<file path="src/rtl/gpio_mux_guarded_wb.sv">
// Wishbone-controlled GPIO ownership multiplexer. Each pad is routed to one
// of NUM_TEAMS+1 design sources; any change of owner parks the pad in high-Z
// for GUARD_CYCLES cycles so two designs never drive it back-to-back.
module gpio_mux_guarded_wb #(
    parameter int          NUM_TEAMS    = 12,
    parameter int          NUM_PINS     = 38,
    parameter int          SEL_W        = 4,
    parameter int          GUARD_CYCLES = 4,
    parameter logic [31:0] BASE_ADDR    = 32'h3000_0000
) (
    input  logic                              wb_clk_i,
    input  logic                              wb_rst_i,
    input  logic                              wbs_stb_i,
    input  logic                              wbs_cyc_i,
    input  logic                              wbs_we_i,
    input  logic [3:0]                        wbs_sel_i,
    input  logic [31:0]                       wbs_dat_i,
    input  logic [31:0]                       wbs_adr_i,
    output logic                              wbs_ack_o,
    output logic [31:0]                       wbs_dat_o,
    input  logic [NUM_PINS*(NUM_TEAMS+1)-1:0] designs_gpio_out_flat,
    input  logic [NUM_PINS*(NUM_TEAMS+1)-1:0] designs_gpio_oeb_flat,
    output logic [NUM_PINS-1:0]               gpio_out,
    output logic [NUM_PINS-1:0]               gpio_oeb
);

    localparam int                NUM_SRC     = NUM_TEAMS + 1;
    localparam int                SRC_SLOTS   = 2 ** SEL_W;
    localparam int                CNT_W       = $clog2(GUARD_CYCLES) + 1;
    localparam logic [CNT_W-1:0]  GUARD_LOAD  = CNT_W'(GUARD_CYCLES - 1);
    localparam logic [29:0]       STATUS_WORD = 30'h40;
    localparam logic [29:0]       LOCK_WORD   = 30'h41;
    // STATUS is a single 32-bit word, so only the first 32 pins are visible
    // there; every pin's busy flag is also in bit 31 of its SELECT word.
    localparam int                STATUS_BITS = (NUM_PINS < 32) ? NUM_PINS : 32;

    typedef enum logic {ST_ACTIVE, ST_GUARD} pin_state_e;

    pin_state_e       state_q   [NUM_PINS];
    logic [SEL_W-1:0] owner_q   [NUM_PINS];
    logic [SEL_W-1:0] pending_q [NUM_PINS];
    logic [CNT_W-1:0] cnt_q     [NUM_PINS];
    logic             lock_q;
    logic             ack_q;
    logic [31:0]      rdata_q, rdata_d;
    logic [NUM_PINS-1:0] out_q, oeb_q, out_d, oeb_d, busy, pin_wr;

    // Sources padded to every encodable select value; unused slots look like
    // a released pad, which is exactly how an invalid owner must behave.
    logic [NUM_PINS-1:0] src_out [SRC_SLOTS];
    logic [NUM_PINS-1:0] src_oeb [SRC_SLOTS];

    for (genvar s = 0; s < SRC_SLOTS; s++) begin : g_src
        if (s < NUM_SRC) begin : g_used
            assign src_out[s] = designs_gpio_out_flat[s*NUM_PINS +: NUM_PINS];
            assign src_oeb[s] = designs_gpio_oeb_flat[s*NUM_PINS +: NUM_PINS];
        end else begin : g_unused
            assign src_out[s] = '0;
            assign src_oeb[s] = '1;
        end
    end

    // Bus decode: a request is only seen while ack is low, which both limits
    // ack to one cycle and forces a dead cycle between transactions.
    logic [31:0]      offset;
    logic [29:0]      word_idx;
    logic             req, wr, sel_hit, sel_wr, lock_wr;
    logic [SEL_W-1:0] wr_val;
    logic             unused_bits;

    assign offset      = wbs_adr_i - BASE_ADDR;
    assign word_idx    = offset[31:2];
    assign req         = wbs_stb_i & wbs_cyc_i & ~ack_q;
    assign wr          = req & wbs_we_i;
    assign sel_hit     = (word_idx < 30'(NUM_PINS));
    assign sel_wr      = wr & sel_hit & wbs_sel_i[0] & ~lock_q;
    assign lock_wr     = wr & (word_idx == LOCK_WORD) & wbs_dat_i[0];
    assign wr_val      = wbs_dat_i[SEL_W-1:0];
    assign unused_bits = ^{wbs_sel_i[3:1], wbs_dat_i[31:SEL_W], offset[1:0]};

    // Per-pin write strobes, busy flags and next pad values.
    always_comb begin
        // NOTE: every output of this block gets a default first so no path
        // leaves it unassigned, which would otherwise infer a latch.
        pin_wr = '0;
        busy   = '0;
        out_d  = '0;
        oeb_d  = '1;
        for (int p = 0; p < NUM_PINS; p++) begin
            pin_wr[p] = sel_wr && (word_idx == 30'(p));
            busy[p]   = (state_q[p] == ST_GUARD);
            if (state_q[p] == ST_ACTIVE) begin
                out_d[p] = src_out[owner_q[p]][p];
                oeb_d[p] = src_oeb[owner_q[p]][p];
            end
        end
    end

    // Read data for the current request, registered so it is valid with ack.
    always_comb begin
        rdata_d = '0;
        if (sel_hit) begin
            for (int p = 0; p < NUM_PINS; p++) begin
                if (word_idx == 30'(p)) begin
                    rdata_d[SEL_W-1:0] = pending_q[p];
                    rdata_d[31]        = busy[p];
                end
            end
        end else if (word_idx == STATUS_WORD) begin
            for (int p = 0; p < STATUS_BITS; p++) begin
                rdata_d[p] = busy[p];
            end
        end else if (word_idx == LOCK_WORD) begin
            rdata_d[0] = lock_q;
        end
    end

    // Wishbone response and registered pad outputs.
    always_ff @(posedge wb_clk_i) begin
        // NOTE: sequential state uses non-blocking assignments so every flop
        // samples pre-edge values regardless of statement order.
        if (wb_rst_i) begin
            ack_q   <= 1'b0;
            rdata_q <= '0;
            out_q   <= '0;
            oeb_q   <= '1;
        end else begin
            ack_q   <= req;
            rdata_q <= (req && !wbs_we_i) ? rdata_d : '0;
            out_q   <= out_d;
            oeb_q   <= oeb_d;
        end
    end

    // Lock bit and the per-pin ownership FSMs (ACTIVE / GUARD).
    always_ff @(posedge wb_clk_i) begin
        if (wb_rst_i) begin
            // NOTE: these arrays are small per-pin flop banks, not RAM, so
            // resetting every entry is intended and cheap.
            for (int p = 0; p < NUM_PINS; p++) begin
                state_q[p]   <= ST_ACTIVE;
                owner_q[p]   <= '0;
                pending_q[p] <= '0;
                cnt_q[p]     <= '0;
            end
            lock_q <= 1'b0;
        end else begin
            if (lock_wr) begin
                lock_q <= 1'b1;
            end
            for (int p = 0; p < NUM_PINS; p++) begin
                case (state_q[p])
                    ST_ACTIVE: begin
                        if (pin_wr[p]) begin
                            pending_q[p] <= wr_val;
                            if (wr_val != owner_q[p]) begin
                                cnt_q[p]   <= GUARD_LOAD;
                                state_q[p] <= ST_GUARD;
                            end
                        end
                    end
                    ST_GUARD: begin
                        if (pin_wr[p]) begin
                            // Any write during a guard restarts it, even one
                            // back to the current owner.
                            pending_q[p] <= wr_val;
                            cnt_q[p]     <= GUARD_LOAD;
                        end else if (cnt_q[p] == '0) begin
                            owner_q[p] <= pending_q[p];
                            state_q[p] <= ST_ACTIVE;
                        end else begin
                            cnt_q[p] <= cnt_q[p] - CNT_W'(1);
                        end
                    end
                    default: state_q[p] <= ST_ACTIVE;
                endcase
            end
        end
    end

    assign wbs_ack_o = ack_q;
    assign wbs_dat_o = rdata_q;
    assign gpio_out  = out_q;
    assign gpio_oeb  = oeb_q;

endmodule

</file>
<file path="config.mk">
export PLATFORM = sky130hd
export DESIGN_NAME = gpio_mux_guarded_wb
export DESIGN_NICKNAME = d
export VERILOG_FILES = /design/src/rtl/gpio_mux_guarded_wb.sv
export SDC_FILE = /design/constraint.sdc
export NUM_CORES = 1
export LEC_CHECK = 0
export CORE_AREA = 10 10 453 455
export DETAILED_ROUTE_END_ITERATION = 10
export DIE_AREA = 0 0 463 465
export SETUP_SLACK_MARGIN = 0.5
export SLEW_MARGIN = 20
export SYNTH_ARGS = -nofsm -noshare
export SYNTH_HDL_FRONTEND = slang
export SYNTH_SLANG_ARGS = --single-unit
</file>
<file path="constraint.sdc">
create_clock -name wb_clk_i -period 5.3 [get_ports wb_clk_i]
set_input_delay 1.06 -clock wb_clk_i [delete_from_list [all_inputs] [get_ports wb_clk_i]]
set_output_delay 1.06 -clock wb_clk_i [all_outputs]
set_load 0.02 [all_outputs]
</file>
==> results.rst <==
.. list-table::
   :header-rows: 1

   * - Metric
     - Value
   * - Run status
     - completed
   * - CTS hold repair buffers
     - 0
   * - Internal power
     - 0.00994 W
   * - Mean instance size in the synthesized netlist
     - 11.4 sq um
   * - Net total in the final layout
     - 5,437
   * - Number of hold violations in the final report
     - 0
   * - Period Utilization, post-route
     - 0.849
   * - Nets in the synthesized netlist
     - 4,249
   * - Worst-Skew Late Latency
     - 0.67 ns
   * - Library cells used by synthesis
     - 78
   * - Fraction of final layout cells sized beyond drive strength 1
     - 0.150
   * - Primary FF master, synth
     - sky130_fd_sc_hd__edfxtp_1
   * - Switching share of power
     - 0.268
   * - DR vias
     - 32,100
   * - DPL Wire Length
     - 174,000 microns
   * - Number of input and output port buffers inserted
     - 1,136
   * - Clock power share
     - 0.406
   * - Sequential fraction of design power
     - 0.408
   * - DRT Wirelength
     - 206,000 microns
   * - Arrival @ worst endpoint
     - 5.03 ns
   * - Placer's final routability congestion estimate
     - 0.981
   * - Tot Pwr
     - 0.0136 W
   * - Net Sw Power
     - 0.00364 W
   * - Yosys Warn Count
     - 0
   * - Number of DRC markers after the initial detailed-route iteration
     - 2,886
   * - Number of enable-type register cells in the synthesized netlist
     - 456
   * - Slowest cell on the critical path
     - sky130_fd_sc_hd__a221oi_1
   * - Aggregate negative setup slack
     - 0 ns
   * - Synthesized netlist cell count
     - 3,112
   * - Clock edge transition at the registers on the reported setup and hold paths
     - 0.06 ns
   * - Maximum ir drop on the vdd rail
     - 0.000206 V
   * - First-pass GRT wire length
     - 276,000 microns
   * - Number of failing setup endpoints in the final timing report
     - 0
   * - Die H
     - 465 microns
   * - Netlist Area Pre-Place
     - 0.0356 sq mm
   * - Lkg Pwr
     - 18.8 nW
   * - TritonCTS clock tree
     - built
   * - Root buffer cell
     - sky130_fd_sc_hd__clkbuf_16
   * - Flip-flop and latch count after synthesis
     - 566
   * - Routed wire per std cell
     - 29.4 microns
   * - Maximum number of pins on one net before global-route repair
     - 88
   * - Post-cts gate resize count
     - 0
   * - Ordered list of cells on the worst path
     - clkdlybuf4s50_1 > or4_1 > or2_1 > buf_4 > or3_1 > or2_2 > nor2_1 > a2111oi_0 > a221oi_1 > buf_4 > o21ai_0
   * - Die area
     - 0.215 sq mm
   * - Crit path top cell by count
     - sky130_fd_sc_hd__buf_4
   * - Post-detailed-route count of antenna-violating nets
     - 0
   * - Area grow syn2layout
     - 50.5%
   * - Unrepaired setup endpoints after global routing
     - no
   * - Worst-path fanout max
     - 10
   * - Highest attainable clock frequency
     - 222 MHz
   * - TritonCTS Buffers
     - 75
   * - Sort of element at the end of the critical path
     - register
   * - Vias in the first global route
     - 33,200
   * - Max-Cap Viols
     - 0
   * - Total Routing Usage GR
     - 0.182
   * - Worst hold path type
     - register to register
   * - Initial antenna violation count
     - 71
   * - Clock sink count
     - 566
   * - Path type of the worst setup path
     - primary input to register
   * - Launching element type of the critical path
     - primary input
   * - Number of design rule violations left after detail routing
     - 0
   * - Number of vias per cell
     - 4.58
   * - H-tree depth
     - 3
   * - Crit path time final
     - 4.50 ns
   * - Delay contributed by the slowest stage of the critical path
     - 0.62 ns
   * - Max-slew headroom
     - 0.259
   * - Worst path required time
     - 5.83 ns
   * - Post-Route Skew
     - 0.0384 ns
   * - Share of total power in combinational logic
     - 0.186
   * - Congestion Overflow GR
     - 0
   * - Commonest non-fill, non-tap cells in the layout
     - 1,129 x sky130_fd_sc_hd__clkdlybuf4s50_1, 456 x sky130_fd_sc_hd__edfxtp_1, 340 x sky130_fd_sc_hd__nor2_1
   * - Number of detailed-routing iterations run before antenna repair
     - 5
   * - Fill cell total of the finished layout
     - 20,600
   * - Leading cell type in the layout, fill and taps excluded
     - sky130_fd_sc_hd__clkdlybuf4s50_1
   * - Max clock buf depth
     - 3
   * - Starting utilization of the core area
     - 0.182
   * - Sequential element share of the synthesized area
     - 0.446
   * - Core region area
     - 0.196 sq mm
   * - Number of buffers inserted to repair setup after CTS
     - 0
   * - Die width
     - 463 microns
   * - Number of core rows
     - 163
   * - Number of pins exceeding their max-slew limit in the final report
     - 0
   * - FFs w/ async S/R, synth
     - 0
   * - Top-Level Pins
     - 1,170
   * - Worst slew pin tran
     - 1.11 ns
   * - Total power per unit cell area
     - 253 mW/mm^2
==> power by group through the flow <==
| stage | clock network [W] | logic [W] | registers, W |
|---|---|---|---|
| 3_3_place_gp | 0 | 0.00250 | 0.00565 |
| 3_5_place_dp | 0 | 0.00254 | 0.00566 |
| 2_1_floorplan | 0 | 0.00122 | 0.00535 |
| 4_1_cts | 0.00567 | 0.00255 | 0.00556 |
| 5_1_grt | 0.00584 | 0.00269 | 0.00559 |
| 6_report | 0.00551 | 0.00252 | 0.00555 |
==> cell type report <==
| type | instances | area, sq um | share of cell area |
|---|---|---|---|
| clock inverter | 48 | 651 | 0.0121 |
| antenna | 15 | 37.5 | 0.000700 |
| timing repair buffer | 1309 | 12800 | 0.238 |
| sequential | 566 | 15900 | 0.296 |
| clock buffer | 89 | 1970 | 0.0368 |
| multi-input combinational | 2216 | 18500 | 0.345 |
| tap | 2640 | 3300 | 0.0616 |
| inverter | 132 | 498 | 0.00929 |
==> kinds of logic (layout without fill, tap and decap cells) <==
| family | after synthesis | after routing | synth area share |
|---|---|---|---|
| buffers and inverters | 330 | 1578 | 0.0354 |
| DFF | 566 | 566 | 0.446 |
| AOI/OAI and AO/OA | 415 | 415 | 0.0734 |
| and+or+nand+nor | 1224 | 1224 | 0.176 |
| adders and majority gates | 76 | 76 | 0.0267 |
| muxes | 326 | 326 | 0.200 |
| xor gates and xnor gates | 175 | 175 | 0.0430 |
| other | 0 | 15 | 0 |
==> Yosys cell counts, types with 8 or more instances <==
master | n | area, sq um
sky130_fd_sc_hd__a211oi_1 | 8 | 60.1
sky130_fd_sc_hd__a21o_1 | 8 | 60.1
sky130_fd_sc_hd__a21oi_1 | 110 | 551
sky130_fd_sc_hd__a221oi_1 | 11 | 96.3
sky130_fd_sc_hd__a31oi_1 | 11 | 68.8
sky130_fd_sc_hd__a41oi_1 | 8 | 70.1
sky130_fd_sc_hd__and2_1 | 176 | 1100
sky130_fd_sc_hd__and3_1 | 31 | 194
sky130_fd_sc_hd__buf_1 | 18 | 67.6
sky130_fd_sc_hd__clkbuf_1 | 172 | 646
sky130_fd_sc_hd__dfxtp_1 | 110 | 2200
sky130_fd_sc_hd__edfxtp_1 | 456 | 13700
sky130_fd_sc_hd__ha_1 | 76 | 951
sky130_fd_sc_hd__inv_1 | 131 | 492
sky130_fd_sc_hd__mux2_2 | 9 | 101
sky130_fd_sc_hd__mux2i_1 | 10 | 100
sky130_fd_sc_hd__mux4_2 | 306 | 6890
sky130_fd_sc_hd__nand2_1 | 219 | 822
sky130_fd_sc_hd__nand2b_1 | 41 | 257
sky130_fd_sc_hd__nand3_1 | 43 | 215
sky130_fd_sc_hd__nand3b_1 | 9 | 67.6
sky130_fd_sc_hd__nand4_1 | 18 | 113
sky130_fd_sc_hd__nor2_1 | 341 | 1280
sky130_fd_sc_hd__nor2b_1 | 55 | 344
sky130_fd_sc_hd__nor3_1 | 87 | 435
sky130_fd_sc_hd__nor3b_1 | 62 | 465
sky130_fd_sc_hd__nor4_1 | 21 | 131
sky130_fd_sc_hd__o211ai_1 | 8 | 60.1
sky130_fd_sc_hd__o21a_1 | 11 | 82.6
sky130_fd_sc_hd__o21ai_0 | 124 | 621
sky130_fd_sc_hd__o22ai_1 | 28 | 175
sky130_fd_sc_hd__o41ai_1 | 18 | 158
sky130_fd_sc_hd__or2_2 | 32 | 200
sky130_fd_sc_hd__or3_1 | 67 | 419
sky130_fd_sc_hd__xnor2_1 | 74 | 648
sky130_fd_sc_hd__xor2_1 | 101 | 885
==> state kept, by name, indices dropped and copies added, names as in the netlist, 32 cells and up <==
name and count:
pending_q 152, state_q 38, gpio_oeb 38, cnt_q 114, wbs_dat_o 32, owner_q 152
gpio_out 38
==> per-layer routing <==
metal	GRT usage	share of wire	routed length (microns)
met3	0.0563	0.094	19400
met4	0.0532	0.031	6390
met1	0.223	0.40	82900
met5	0	0.0012	239
met2	0.307	0.47	97200
==> worst max-delay path, delay by kind of cell <==
kind | cells | cell delay, ns
compound gates | 3 | 0.83
buf+inv | 3 | 1.04
simple gates | 5 | 2.09
==> per-stage QoR <==
step	hold WS, ns	util	instance area [sq um]	std cells	setup slack, ns
finish	0.516	0.273	53600	7015	0.801
global route	0.572	0.273	53600	7002	0.764
CTS	0.508	0.273	53600	7000	0.881
detailed placement	0.493	0.260	51000	6863	0.191
global placement	0.479	0.260	51000	6863	0.244
floorplan	0.456	-	35600	3112	1.28
==> path summary, 6_finish.rpt <==
path / startpoint / endpoint / slack [ns] / depth (start not counted)
setup / recovery: wbs_adr_i[10] / wbs_dat_o[0]$_SDFF_PP0_ / 0.80 / 11
hold / removal: lock_q$_SDFFE_PP0P_ / lock_q$_SDFFE_PP0P_ / 0.52 / 2
setup reg to reg: wbs_ack_o$_SDFF_PP0_ / cnt_q[0][5]$_SDFFCE_PN0P_ / 2.28 / 9
hold reg to reg: lock_q$_SDFFE_PP0P_ / lock_q$_SDFFE_PP0P_ / 0.52 / 2
Power figures use the tool's default switching activity.
